`src/rtl/pan_tilt_scheduler_pkg.sv`:
```
// pan_tilt_scheduler_pkg
// Shared definitions for the pan/tilt scheduler: FSM state encoding,
// coordinate and fixture-index widths, and the lowest-set-bit helper used
// to walk the per-frame fixture mask in index order.
package pan_tilt_scheduler_pkg;

  localparam int X_W        = 11;  // tracked / fixture x coordinate width
  localparam int Y_W        = 10;  // tracked / fixture y coordinate width
  localparam int IDX_W      = 2;   // fixture index width
  localparam int MAX_LIGHTS = 4;   // table capacity addressable by IDX_W

  typedef enum logic [2:0] {
    ST_IDLE       = 3'd0,
    ST_LOAD       = 3'd1,
    ST_SETUP_WAIT = 3'd2,
    ST_DIV_START  = 3'd3,
    ST_DIV_WAIT   = 3'd4,
    ST_EMIT       = 3'd5,
    ST_DONE       = 3'd6
  } state_t;

  // Index of the lowest set bit; 0 when the mask is empty (callers check
  // for an empty mask separately).
  function automatic logic [IDX_W-1:0] first_set(input logic [MAX_LIGHTS-1:0] m);
    first_set = '0;
    for (int i = MAX_LIGHTS - 1; i >= 0; i--) begin
      if (m[i]) first_set = IDX_W'(i);
    end
  endfunction

endpackage

```
`src/rtl/pan_tilt_scheduler_light_table.sv`:
```
// pan_tilt_scheduler_light_table
// Fixture table: NUM_LIGHTS entries of {x, y, en}. Synchronous write,
// asynchronous read, synchronous clear on reset.
// Ports:
//   clk, reset          clock, synchronous active-high clear
//   we/waddr/wx/wy/wen  write port (ignored for addresses >= NUM_LIGHTS)
//   raddr -> rx/ry      combinational read of one entry
//   en_mask             enable bit of every entry (unused bits read 0)
module pan_tilt_scheduler_light_table
  import pan_tilt_scheduler_pkg::*;
#(
  parameter int NUM_LIGHTS = 4
) (
  input  logic                  clk,
  input  logic                  reset,
  input  logic                  we,
  input  logic [IDX_W-1:0]      waddr,
  input  logic [X_W-1:0]        wx,
  input  logic [Y_W-1:0]        wy,
  input  logic                  wen,
  input  logic [IDX_W-1:0]      raddr,
  output logic [X_W-1:0]        rx,
  output logic [Y_W-1:0]        ry,
  output logic [MAX_LIGHTS-1:0] en_mask
);

  logic [X_W-1:0]        x_mem [NUM_LIGHTS];
  logic [Y_W-1:0]        y_mem [NUM_LIGHTS];
  logic [NUM_LIGHTS-1:0] en_mem;

  always_ff @(posedge clk) begin
    if (reset) begin
      for (int i = 0; i < NUM_LIGHTS; i++) begin
        x_mem[i] <= '0;
        y_mem[i] <= '0;
      end
      en_mem <= '0;
    end else if (we && (int'(waddr) < NUM_LIGHTS)) begin
      x_mem[waddr]  <= wx;
      y_mem[waddr]  <= wy;
      en_mem[waddr] <= wen;
    end
  end

  always_comb begin
    rx      = '0;
    ry      = '0;
    en_mask = '0;
    if (int'(raddr) < NUM_LIGHTS) begin
      rx = x_mem[raddr];
      ry = y_mem[raddr];
    end
    for (int i = 0; i < NUM_LIGHTS; i++) begin
      en_mask[i] = en_mem[i];
    end
  end

endmodule

```
`src/rtl/pan_tilt_scheduler.sv`:
```
// pan_tilt_scheduler
// Sequences the shared pan/tilt setup stage and normalizing divider across
// up to NUM_LIGHTS DMX fixtures once per video frame. On frame_done the
// tracked centre of mass and the fixture enable mask are latched; enabled
// fixtures are then visited in index order: operands are presented to the
// setup stage, SETUP_LATENCY cycles are waited out, the divider is started
// and, on div_done, a tagged result strobe is emitted.
// Ports:
//   clk, reset                     clock, synchronous active-high reset
//   frame_done, x_com, y_com       tracked point, valid on frame_done pulse
//   cfg_we/cfg_addr/cfg_x/cfg_y/cfg_en   fixture-table write port
//   setup_x_com/setup_y_com/setup_x_light/setup_y_light  operands to setup stage
//   x_greater_than_y               setup-stage comparison result
//   div_start / div_done           divider handshake
//   result_valid/result_light/result_xgty  per-fixture result strobe
//   frame_complete                 all enabled fixtures of a frame done
//   busy                           scheduler not idle
//   overrun                        sticky: a pending frame was overwritten
//   div_error                      sticky divider timeout (DIV_TIMEOUT_EN only)
// Build option: define DIV_TIMEOUT_EN to abort a fixture whose divider does
// not answer within DIV_TIMEOUT cycles and expose the div_error port.
module pan_tilt_scheduler
  import pan_tilt_scheduler_pkg::*;
#(
  parameter int NUM_LIGHTS    = 4,
  parameter int SETUP_LATENCY = 2,
  parameter int DIV_TIMEOUT   = 64
) (
  input  logic             clk,
  input  logic             reset,
  input  logic             frame_done,
  input  logic [X_W-1:0]   x_com,
  input  logic [Y_W-1:0]   y_com,
  input  logic             cfg_we,
  input  logic [IDX_W-1:0] cfg_addr,
  input  logic [X_W-1:0]   cfg_x,
  input  logic [Y_W-1:0]   cfg_y,
  input  logic             cfg_en,
  output logic [X_W-1:0]   setup_x_com,
  output logic [Y_W-1:0]   setup_y_com,
  output logic [X_W-1:0]   setup_x_light,
  output logic [Y_W-1:0]   setup_y_light,
  input  logic             x_greater_than_y,
  output logic             div_start,
  input  logic             div_done,
  output logic             result_valid,
  output logic [IDX_W-1:0] result_light,
  output logic             result_xgty,
  output logic             frame_complete,
  output logic             busy,
  output logic             overrun
`ifdef DIV_TIMEOUT_EN
  ,
  output logic             div_error
`endif
);

  // Shared down/up counter: setup latency countdown, then divider wait time.
  localparam int CNT_W = $clog2(DIV_TIMEOUT + SETUP_LATENCY + 1) + 1;

  state_t                state;
  logic [MAX_LIGHTS-1:0] frame_mask;
  logic [IDX_W-1:0]      idx;
  logic [IDX_W-1:0]      next_idx;
  logic [CNT_W-1:0]      cnt;
  logic                  xgty_cap;
  logic                  empty_hold;
  logic                  pend_vld;
  logic [X_W-1:0]        com_x;
  logic [Y_W-1:0]        com_y;
  logic [X_W-1:0]        pend_x;
  logic [Y_W-1:0]        pend_y;
  logic [X_W-1:0]        tbl_x;
  logic [Y_W-1:0]        tbl_y;
  logic [MAX_LIGHTS-1:0] tbl_en;

  pan_tilt_scheduler_light_table #(
    .NUM_LIGHTS(NUM_LIGHTS)
  ) u_light_table (
    .clk     (clk),
    .reset   (reset),
    .we      (cfg_we),
    .waddr   (cfg_addr),
    .wx      (cfg_x),
    .wy      (cfg_y),
    .wen     (cfg_en),
    .raddr   (next_idx),
    .rx      (tbl_x),
    .ry      (tbl_y),
    .en_mask (tbl_en)
  );

  assign next_idx = first_set(frame_mask);
  assign busy     = (state != ST_IDLE);

  always_ff @(posedge clk) begin
    if (reset) begin
      state          <= ST_IDLE;
      frame_mask     <= '0;
      idx            <= '0;
      cnt            <= '0;
      xgty_cap       <= 1'b0;
      empty_hold     <= 1'b0;
      pend_vld       <= 1'b0;
      setup_x_com    <= '0;
      setup_y_com    <= '0;
      setup_x_light  <= '0;
      setup_y_light  <= '0;
      div_start      <= 1'b0;
      result_valid   <= 1'b0;
      result_light   <= '0;
      result_xgty    <= 1'b0;
      frame_complete <= 1'b0;
      overrun        <= 1'b0;
`ifdef DIV_TIMEOUT_EN
      div_error      <= 1'b0;
`endif
    end else begin
      div_start      <= 1'b0;
      result_valid   <= 1'b0;
      frame_complete <= 1'b0;

      // A frame arriving mid-sequence parks in the one-deep pending slot;
      // DONE handles its own arrival because it consumes the slot directly.
      if (frame_done && (state != ST_IDLE) && (state != ST_DONE)) begin
        pend_x   <= x_com;
        pend_y   <= y_com;
        pend_vld <= 1'b1;
        if (pend_vld) overrun <= 1'b1;
      end

      case (state)
        ST_IDLE: begin
          if (frame_done) begin
            com_x      <= x_com;
            com_y      <= y_com;
            frame_mask <= tbl_en;
            state      <= ST_LOAD;
          end
        end

        ST_LOAD: begin
          if (frame_mask == '0) begin
            // An empty frame lingers one extra cycle here so its
            // frame_complete lands three cycles after frame_done.
            if (!empty_hold) begin
              empty_hold <= 1'b1;
            end else begin
              empty_hold     <= 1'b0;
              frame_complete <= 1'b1;
              state          <= ST_DONE;
            end
          end else begin
            idx                  <= next_idx;
            setup_x_com          <= com_x;
            setup_y_com          <= com_y;
            setup_x_light        <= tbl_x;
            setup_y_light        <= tbl_y;
            frame_mask[next_idx] <= 1'b0;
            cnt                  <= CNT_W'(SETUP_LATENCY);
            state                <= ST_SETUP_WAIT;
          end
        end

        ST_SETUP_WAIT: begin
          if (cnt <= CNT_W'(1)) begin
            div_start <= 1'b1;
            state     <= ST_DIV_START;
          end else begin
            cnt <= cnt - CNT_W'(1);
          end
        end

        ST_DIV_START: begin
          // Setup outputs are valid now; div_done this cycle is not ours.
          xgty_cap <= x_greater_than_y;
          cnt      <= '0;
          state    <= ST_DIV_WAIT;
        end

        ST_DIV_WAIT: begin
          if (div_done) begin
            result_valid <= 1'b1;
            result_light <= idx;
            result_xgty  <= xgty_cap;
            state        <= ST_EMIT;
          end
`ifdef DIV_TIMEOUT_EN
          else if (cnt == CNT_W'(DIV_TIMEOUT - 1)) begin
            // Give up on this fixture and carry on as if it had emitted.
            div_error <= 1'b1;
            if (frame_mask != '0) begin
              state <= ST_LOAD;
            end else begin
              frame_complete <= 1'b1;
              state          <= ST_DONE;
            end
          end else begin
            cnt <= cnt + CNT_W'(1);
          end
`endif
        end

        ST_EMIT: begin
          if (frame_mask != '0) begin
            state <= ST_LOAD;
          end else begin
            frame_complete <= 1'b1;
            state          <= ST_DONE;
          end
        end

        ST_DONE: begin
          if (pend_vld || frame_done) begin
            // A frame_done arriving right now is the newest point.
            com_x      <= frame_done ? x_com : pend_x;
            com_y      <= frame_done ? y_com : pend_y;
            frame_mask <= tbl_en;
            pend_vld   <= 1'b0;
            if (frame_done && pend_vld) overrun <= 1'b1;
            state      <= ST_LOAD;
          end else begin
            state <= ST_IDLE;
          end
        end

        default: state <= ST_IDLE;
      endcase
    end
  end

endmodule

```
`config.mk`:
```
export PLATFORM = sky130hd
export DESIGN_NAME = pan_tilt_scheduler
export DESIGN_NICKNAME = d
export VERILOG_FILES = /design/src/rtl/pan_tilt_scheduler_pkg.sv /design/src/rtl/pan_tilt_scheduler_light_table.sv /design/src/rtl/pan_tilt_scheduler.sv
export SDC_FILE = /design/constraint.sdc
export NUM_CORES = 1
export LEC_CHECK = 0
export ABC_AREA = 1
export CAP_MARGIN = 20
export CORE_MARGIN = 1
export CORE_UTILIZATION = 45
export CTS_BUF_LIST = sky130_fd_sc_hd__clkbuf_4 sky130_fd_sc_hd__clkbuf_8 sky130_fd_sc_hd__clkbuf_16
export DETAILED_ROUTE_END_ITERATION = 8
export GPL_ROUTABILITY_DRIVEN = 0
export PLACE_DENSITY = 0.7
export SYNTH_ARGS = -nofsm -noshare
export SYNTH_HDL_FRONTEND = slang
export SYNTH_SLANG_ARGS = --single-unit
```
`constraint.sdc`:
```
create_clock -name clk -period 5.8 [get_ports clk]
set_input_delay 1.16 -clock clk [delete_from_list [all_inputs] [get_ports clk]]
set_output_delay 1.16 -clock clk [all_outputs]
set_load 0.1 [all_outputs]
```
**After elaboration in Yosys (flattened, before gate mapping)**

Memory sizes are Yosys's and may differ from the RTL's. A register that Yosys moved wholly into a read port is not among the register bits.
Cells that the tools add are included.

- Bits in registers: 94
- Latch bits: 0
- Memory bits (writable): 84
- ROM bits: 0
- Bits of input ports: 51
- Output and inout bits: 50
- Word-level logic and storage cells: 131
- Memories kept: 2

- $add $sub $neg: 1
- Multipliers: 0
- Div/mod/pow operators: 0
- Magnitude comparators: 5
- Eq/ne operators: 14
- Shift-type cells: 0
- Multiplexer cells: 58
- Bitwise operators: 6
- Reduce and logical (&&, ||, !) cells: 25

Memory list:

| name | depth | width | read ports | clocked after Yosys merged registers in | wr ports | RTL line | text |
|---|---|---|---|---|---|---|---|
| u_light_table.x_mem | 4 | 11 | 1 | 1 | 4 | pan_tilt_scheduler_light_table.sv:27 | `logic [X_W-1:0] x_mem [NUM_LIGHTS];` |
| u_light_table.y_mem | 4 | 10 | 1 | 1 | 4 | pan_tilt_scheduler_light_table.sv:28 | `logic [Y_W-1:0] y_mem [NUM_LIGHTS];` |

Operator list:

| operator | count |
|---|---|
| 2-to-1 mux 11 bit | 4 |
| 2-to-1 mux 10 bit | 4 |
| 2-to-1 mux 1 bit | 24 |
| one-hot mux 8 bit (3 select lines) | 1 |
| one-hot mux 11 bit (2 select lines) | 1 |
| one-hot mux 3 bit (7 select lines) | 1 |
| one-hot mux 10 bit (2 select lines) | 1 |
| 2-to-1 mux 3 bit | 6 |
| 2-to-1 mux 8 bit | 2 |
| 2-to-1 mux 2 bit | 6 |
| 2-to-1 mux 4 bit | 3 |
| != test 2 bit, second input constant | 6 |
| one-hot mux 4 bit (3 select lines) | 1 |
| AND reduction 4 bit | 3 |
| OR reduction 11 bit | 1 |
| OR reduction 10 bit | 1 |
| == test 3 bit, second input constant | 3 |
| nonzero test 3 bit | 3 |
| less-or-equal comparator 8 x 1 -> 1 bit, second input constant | 1 |
| AND reduction 2 bit | 4 |
| subtractor 8 x 1 -> 8 bit, second input constant | 1 |
| == test 3 x 2 -> 1 bit, second input constant | 2 |
| < comparator 2 x 3 -> 1 bit, second input constant | 2 |
| != test 3 bit, second input constant | 2 |
| other kinds (16) | 26 |

**Depth between registers and ports, before layout**

Gate-level depths: netlist of the first run.

- Depth in word-level cells: 12
- Depth in mapped cells: 10
- Mapped depth without buffers: 10

**Modules after synthesis**

From an unflattened synthesis of the first run, not the netlist that was laid out.

- Cell total of the unflattened synthesis: 917
- Area, all modules: 8754.6 sq um

Modules (own cells, without submodules):

| module | times used | cells an instance | area each (sq um) |
|---|---|---|---|
| pan_tilt_scheduler | 1 | 478 | 4528.1 |
| pan_tilt_scheduler_light_table | 1 | 439 | 4226.6 |

**Least setup slack after synthesis of the first run**

Ideal clock, no wire load.

- Path type: register to register
- Start: register state[0]
- End: register com_x[0], enable pin
- Setup time: 0.425 ns
- Arrival: 3.243 ns
- Required time: 5.375 ns
- Path slack: 2.131 ns
- Cell stages (with the launch flop): 7
- Path buffers: 1
- Clock period less this slack: 3.669 ns
- Path through: dfxtp_1 > buf_4 > nor2_2 > nand2_1 > nand3_1 > nand3_1 > nor3_1

- Cells in the longest elaborated chain, start to end: 3
- Elaborated cells between the ends (all ways): 6
- Classes of those cells: eq/ne (3); reduce/logical (3)

RTL lines:

| item | RTL line | text |
|---|---|---|
| start: declaration | pan_tilt_scheduler.sv:61 | `state_t state;` |
| start signal: assignment | pan_tilt_scheduler.sv:98 | `state <= ST_IDLE;` |
| start signal: assignment | pan_tilt_scheduler.sv:138 | `state <= ST_LOAD;` |
| start signal: assignment | pan_tilt_scheduler.sv:151 | `state <= ST_DONE;` |
| == test 3 bit / logical NOT 3 bit (equally long branches) | pan_tilt_scheduler.sv:132 | `case (state)` |
| != test 2 bit (no line) / nonzero test 2 bit (equally long branches) | n/a |  |
| AND reduction 4 bit (no line) (*) | n/a |  |
| end signal: assignment | pan_tilt_scheduler.sv:135 | `com_x <= x_com;` |
| end signal: assignment | pan_tilt_scheduler.sv:216 | `com_x <= frame_done ? x_com : pend_x;` |
| end: declaration | pan_tilt_scheduler.sv:69 | `logic [X_W-1:0] com_x;` |

Every way passes the cells marked *; elsewhere a longest branch is shown, timed or not.
A chain may end at the register's enable or synchronous reset.

**Worst setup path after layout of the first run**

- Start: register state[0]
- End: output port busy

- Cells in the longest elaborated chain, start to end: 1

RTL lines:

| item | RTL line | text |
|---|---|---|
| nonzero test 3 bit | pan_tilt_scheduler.sv:94 | `assign busy = (state != ST_IDLE);` |
| end: declaration | pan_tilt_scheduler.sv:50 | `output logic busy,` |

No other way between the ends.

==> results.md, run 1 <==
- Outcome: complete, no violations
- Setup TNS: 0 ps
- Fmax: 277 MHz
- Clk sinks: 199
- Mapped Nets: 899
- CP endpoint kind: primary output
- Total power density per cell area: 407 nW/um2
- CP arrival: 2450 ps
- Mean area per synthesized cell: 9.68 um2
- Actual slew at the worst max-slew pin: 1080 ps
- Cell Area, Placed: 9370 um2
- Nets: 987
- Period utilisation layout: 62.3%
- Die ar.: 18700 um2
- Fill count: 1513
- Post-Route WL: 18.0 mm
- Max-slew violation count: 0
- CTS Hold Bufs: 0
- CP Cell Sequence: nor2_2, nand2_1, clkdlybuf4s50_1
- Final worst path period need: 3610 ps
- Reg2Reg Depth: 5
- GR Overflow Total: 0
- Post-synth cell types: 29
- Initial antenna violation count: 0
- Clk buf depth: 2
- Finished Cell Area: 10000 um2
- RSZ-0062 raised after global routing: false
- Worst-skew pair later-pin latency: 430 ps
- R2R Setup Slk: 2810 ps
- Yosys reg bits: 199
- Worst-path maximum fanout: 10
- Routing usage on met2: 34.8%
- First-pass GRT wire length: 28.7 mm
- 1st-pass router iterations: 5
- Initial DRC Count: 394
- Final hold violation count: 0
- WHS: 457 ps
- Starting density of the core: 46.7%
- Area of the core: 17500 um2
- Slowest Stage Delay on Critical Path: 1170 ps
- Num CTS Buffers: 17
- R2r endpoint: setup_x_light[6]$_SDFFE_PP0P_
- Synth top area cells: edfxtp_1 (46%), dfxtp_1 (18%), nor2_1 (9.8%)
- Site Rows: 48
- Top Ports: 101
- Global Route Usage Sum: 20.3%
- Final setup vio count: 0
- Max IR drop VDD: 0.210 mV
- Die Span Y: 137 um
- Synth Warn #: 0
- CP max stage cell: clkdlybuf4s50_1
- Worst Path Required: 4640 ps
- Synth-to-Final Area Change: 22.2%
- Crit Path Class: reg -> out
- IO buf count: 100
- Vias in the first global route: 5686
- CTS tree: yes
- Slew Limit Headroom: 27.6%
- Largest net degree at the start of global routing: 45
- Post-Syn Instances: 846
- Htree depth: 4
- GRT busiest layer: met2
- # Post-CTS Setup Buffers: 0
- Share of cells above drive strength 1: 8.66%
- CP startpoint kind: flop
- Top cell type's share of synthesized area: 46.2%
- N_diodes: 0
- Synthesized area: 8190 um2
- Reg clk slew, reported paths: 70 ps
- Sequential-to-total area share from yosys stat: 64.0%
- DR WL/cell: 15.3 um
- Post-DP HPWL: 11.3 mm
- Max Cap Viol: 0
- Clock skew: 8.40 ps
- Final antenna-violating net count: 0
- Clk root buf: clkbuf_16
- Hold path depth: 2
- Worst Hold Class: reg -> reg
- M1 GR Usage: 25.9%
- Die width: 137 um
- Synth area leader: edfxtp_1
- Lkg Pwr: 3.94 nW
- Resize count post-CTS: 0
- Grt met3 use: 4.56%
- Vias: 5987
- # DRC: 0
- Hold path startpoint: result_light[0]$_SDFFE_PP0P_
- Worst r2r src: frame_mask[0]$_SDFFE_PP0P_
- Via/cell ratio: 5.11
- Worst-case hold path end point: result_light[0]$_SDFFE_PP0P_
stage by stage:
stage	worst slack, ps	utilization, %	cells	total power [W]
final	2190	57.1	1172	0.00408
after global routing	2100	57.1	1172	0.00427
after CTS	2170	57.0	1171	0.00409
after detailed placement	1980	53.4	1139	0.00289
after global placement	2080	53.4	1139	0.00287
after floorplan	2130	-	846	0.00260
layout make-up:
cell class,count,area [um2],share of cell area (%)
Clock buffer,18,433,4.32
Clock inverter,14,190,1.90
Inverter,84,315,3.15
Multi-Input combinational cell,524,2480,24.7
Sequential cell,199,5250,52.4
Tap cell,225,282,2.81
Timing Repair Buffer,108,1070,10.7
cells in the final DEF, fill, tap and decap left out, types with 8 or more instances in the layout:
cell type	synthesis	final
inv_1	76	76
o21ai_0	96	96
clkbuf_16	0	17
nand2_1	81	81
nand3_1	38	38
inv_2	8	8
nor2_1	214	213
edfxtp_1	126	126
dfxtp_1	73	73
mux2_2	21	21
a21oi_1	45	45
clkdlybuf4s50_1	0	100
registers in the layout (all words and copies together) (netlist names), 2 cells and up:
| signal | count |
|---|---|
| pend_y | 10 |
| cnt | 8 |
| com_y | 10 |
| setup_y_com | 10 |
| com_x | 11 |
| setup_y_light | 10 |
| setup_x_com | 11 |
| frame_mask | 4 |
| setup_x_light | 11 |
| u_light_table.y_mem | 40 |
| state | 3 |
| u_light_table.en_mask | 4 |
| u_light_table.x_mem | 44 |
| result_light | 2 |
| pend_x | 11 |
| idx | 2 |
per-layer routing:
layer | share of wire, % | vias to the layer above
met1 | 44 | 2842
met4 | 0.91 | 0
met2 | 50 | 162
li1 | - | 2971
met5 | 0 | -
met3 | 5.2 | 12
cells by family after synthesis:
group           share of synthesized area [%]
buf+inv                                  5.91
fa+ha+maj                               0.305
simple gates                             17.6
xor+xnor                                0.214
compound gates                           9.04
mux                                      2.89
flops                                    64.0
critical path, delay by kind of cell (launching register included):
kind,cells,cell delay [ps]
buffers and inverters,1,1170
flip-flops,1,560
AND/OR/NAND/NOR,2,280
worst max path at each step:
stage | start | to | cells after the start
5_1_grt | state[0]$_SDFFE_PP0P_ | busy | 3
3_3_place_gp | cfg_addr[0] | u_light_table.y_mem[1][2]$_SDFFCE_PN0P_ | 5
3_5_place_dp | cfg_addr[0] | u_light_table.y_mem[1][2]$_SDFFCE_PN0P_ | 5
4_1_cts | state[0]$_SDFFE_PP0P_ | busy | 3
6_report | state[0]$_SDFFE_PP0P_ | busy | 3
2_1_floorplan | state[0]$_SDFFE_PP0P_ | com_x[0]$_DFFE_PP_ | 6
cells in the mapped netlist:
library cell and number:
nor3_1 3, nor2_1 214, nor3_2 1, ha_1 2
nand2_2 2, mux2_2 21, clkbuf_1 26, buf_2 9
o21ai_0 96, o21ai_1 3, nand3_1 38, buf_4 3
dfxtp_1 73, a21oi_1 45, buf_1 1, nand4_1 3
edfxtp_1 126, o22ai_1 1, inv_1 76, nand2_1 81
nor2_2 4, nor2_4 2, nand3_4 1, nand3_2 1
nand3b_1 2, a31oi_1 1, inv_2 8, xor2_1 2
o31ai_1 1
where the power goes:
part | leakage (nW) | switching [W] | total (W) | internal, W
logic | 1.83 | 0.000787 | 0.00107 | 0.000284
clock network | 0.305 | 0.000556 | 0.00122 | 0.000661
registers | 1.80 | 0.0000854 | 0.00179 | 0.00170
(Power assumes the default switching activity.)
==> inputs of run 2 (changes only) <==
PLACE_DENSITY = 0.72   (was 0.7)
clock period = 3.13 ns   (was 5.8 ns; I/O delays follow)
==> run 2 against run 1 <==
  * Clock power is 76% higher
  * Sequential cell count stayed put
  * Combinational power is 86% higher
  * First-iteration DRC count is 0.25% higher
  * Total power is 83% higher
  * Critical path depth is 3 higher
==> results.md, run 2 (synthesized netlist as in run 1, its figures left out) <==
- Outcome: complete, no violations
- Final worst path period need: 2540 ps
- Reg clk slew, reported paths: 70 ps (about the same)
- Worst Path Required: 3500 ps (-1140 ps)
- Vias in the first global route: 5751 (+1.1%)
- # DRC: 0 (unchanged)
- Max Cap Viol: 0 (unchanged)
- Largest Register: u_light_table.x_mem
- Vias: 6122 (+2.3%)
- Share of cells above drive strength 1: 15.2% (+6.5 points)
- R2r endpoint: setup_x_light[10]$_SDFFE_PP0P_
- Period utilisation layout: 81.1%
- First-pass GRT wire length: 30.0 mm (+4.8%)
- Nets: 1002 (+1.5%)
- Hold path startpoint: u_light_table.en_mask[3]$_SDFFE_PP0P_
- Clk root buf: clkbuf_16
- Cell Area, Placed: 9360 um2 (-0.15%)
- DR WL/cell: 15.9 um (+3.9%)
- Synth-to-Final Area Change: 21.4%
- Max reg flops: 44 (unchanged)
- Worst-case hold path end point: u_light_table.en_mask[3]$_SDFFE_PP0P_
- N_diodes: 0 (unchanged)
- Final setup vio count: 0 (unchanged)
- CP startpoint kind: flop
- Dpl cells: 1155 (+1.4%)
- RSZ-0062 raised after global routing: false
- Site Rows: 48 (unchanged)
- Final antenna-violating net count: 0 (unchanged)
- Worst-skew pair later-pin latency: 440 ps (about the same)
- CP endpoint kind: flop
- IO buf count: 100 (unchanged)
- Slew Limit Headroom: 40.5% (+13 points)
- 1st-pass router iterations: 5 (unchanged)
- Final non-filler cell total: 1187 (+1.3%)
- Setup TNS: 0 ps (unchanged)
- Final hold violation count: 0 (unchanged)
- Reg2Reg Depth: 6 (+1)
- Worst Hold Class: reg -> reg
- Initial DRC Count: 395 (+0.25%)
- Regs by FF count: u_light_table.x_mem (44), u_light_table.y_mem (40)
- Lkg Pwr: 4.10 nW (+4.0%)
- Worst r2r src: frame_mask[0]$_SDFFE_PP0P_
- Crit Path Class: reg -> reg
- Num CTS Buffers: 17 (unchanged)
- Hold path depth: 2 (unchanged)
- Initial antenna violation count: 0 (unchanged)
- # Post-CTS Setup Buffers: 0 (unchanged)
- Worst-path maximum fanout: 14 (+4)
- Die width: 137 um (unchanged)
- CTS tree: yes
- Area of the core: 17500 um2 (unchanged)
- CP startpoint: frame_mask[0]$_SDFFE_PP0P_
- Starting density of the core: 46.7% (unchanged)
- Post-Route WL: 18.9 mm (+5.2%)
- Max-slew violation count: 0 (unchanged)
- Total power: 0.00745 W (+83%)
- Via/cell ratio: 5.16 (+0.96%)
- Die Span Y: 137 um (unchanged)
- Largest net degree at the start of global routing: 45 (unchanged)
- Post-DP HPWL: 12.0 mm (+6.0%)
- Die ar.: 18700 um2 (unchanged)
- Actual slew at the worst max-slew pin: 891 ps (-193 ps)
- Clock skew: 6.81 ps (-1.59 ps)
- Commonest non-fill, non-tap cell in the layout: nor2_1
- Top Ports: 101 (unchanged)
- Total power density per cell area: 749 nW/um2 (+84%)
- Max IR drop VDD: 0.488 mV (+130%)
- GR Overflow Total: 0 (unchanged)
- Clk sinks: 199 (unchanged)
- Commonest non-fill, non-tap cells in the layout: nor2_1 (214), edfxtp_1 (126), o21ai_0 (96), nand2_1 (81), inv_1 (76)
- Resize count post-CTS: 0 (unchanged)
- CP arrival: 2900 ps (+450 ps)
- Global Route Usage Sum: 21.5% (+1.2 points)
- Clk buf depth: 2 (unchanged)
- CTS Hold Bufs: 0 (unchanged)
- R2R Setup Slk: 590 ps (-2220 ps)
- Finished Cell Area: 9940 um2 (-0.69%)
- Fmax: 394 MHz
- Htree depth: 4 (unchanged)
run 2: worst max path at each step:
stage | to | slack, ps | cells after the start
after floorplan | com_x[0]$_DFFE_PP_ | 90 | 6
after global placement | com_x[5]$_DFFE_PP_ | 610 | 8
after detailed placement | u_light_table.y_mem[2][1]$_SDFFCE_PN0P_ | 580 | 6
after CTS | setup_x_light[10]$_SDFFE_PP0P_ | 650 | 6
after global routing | setup_y_light[7]$_SDFFE_PP0P_ | 460 | 6
final | setup_x_light[10]$_SDFFE_PP0P_ | 590 | 6
run 2: layout make-up:
class                      count  area (um2)
tap                          225         282
sequential                   199        5250
inverter                      84         315
clock buffer                  20         478
timing repair buffer         123        1050
multi-input combinational    524        2470
fill                        1501        7590
clock inverter                12         105
run 2: stage by stage:
step,setup slack [ps],utilization [%],hold WS (ps)
4_1_cts,648,56.7,452
3_3_place_gp,613,53.4,436
2_1_floorplan,95.0,-,425
6_report,592,56.7,445
3_5_place_dp,584,53.4,441
5_1_grt,465,56.7,483
run 2: routing by layer:
layer,track usage (%),up-vias,wire length (um)
met2,37.0,207,9470
met3,3.81,22,1280
met4,7.57,0,293
met5,0,-,0
met1,27.3,2884,7880
li1,-,3009,-
run 2: worst max-delay path: stages (launching register included):
cell     delay, ps
dfxtp_1        360
nor2_2         620
nand3_1        650
buf_4          400
o21ai_0        160
nor2_1          60
a21oi_1        210
run 2: where the power goes:
part	internal, W	leakage, nW	switching [W]	total (W)
sequential	0.00315	1.80	0.000155	0.00331
clock	0.00113	0.289	0.00102	0.00215
combinational	0.000514	2.00	0.00148	0.00199
total	0.00480	4.10	0.00265	0.00745
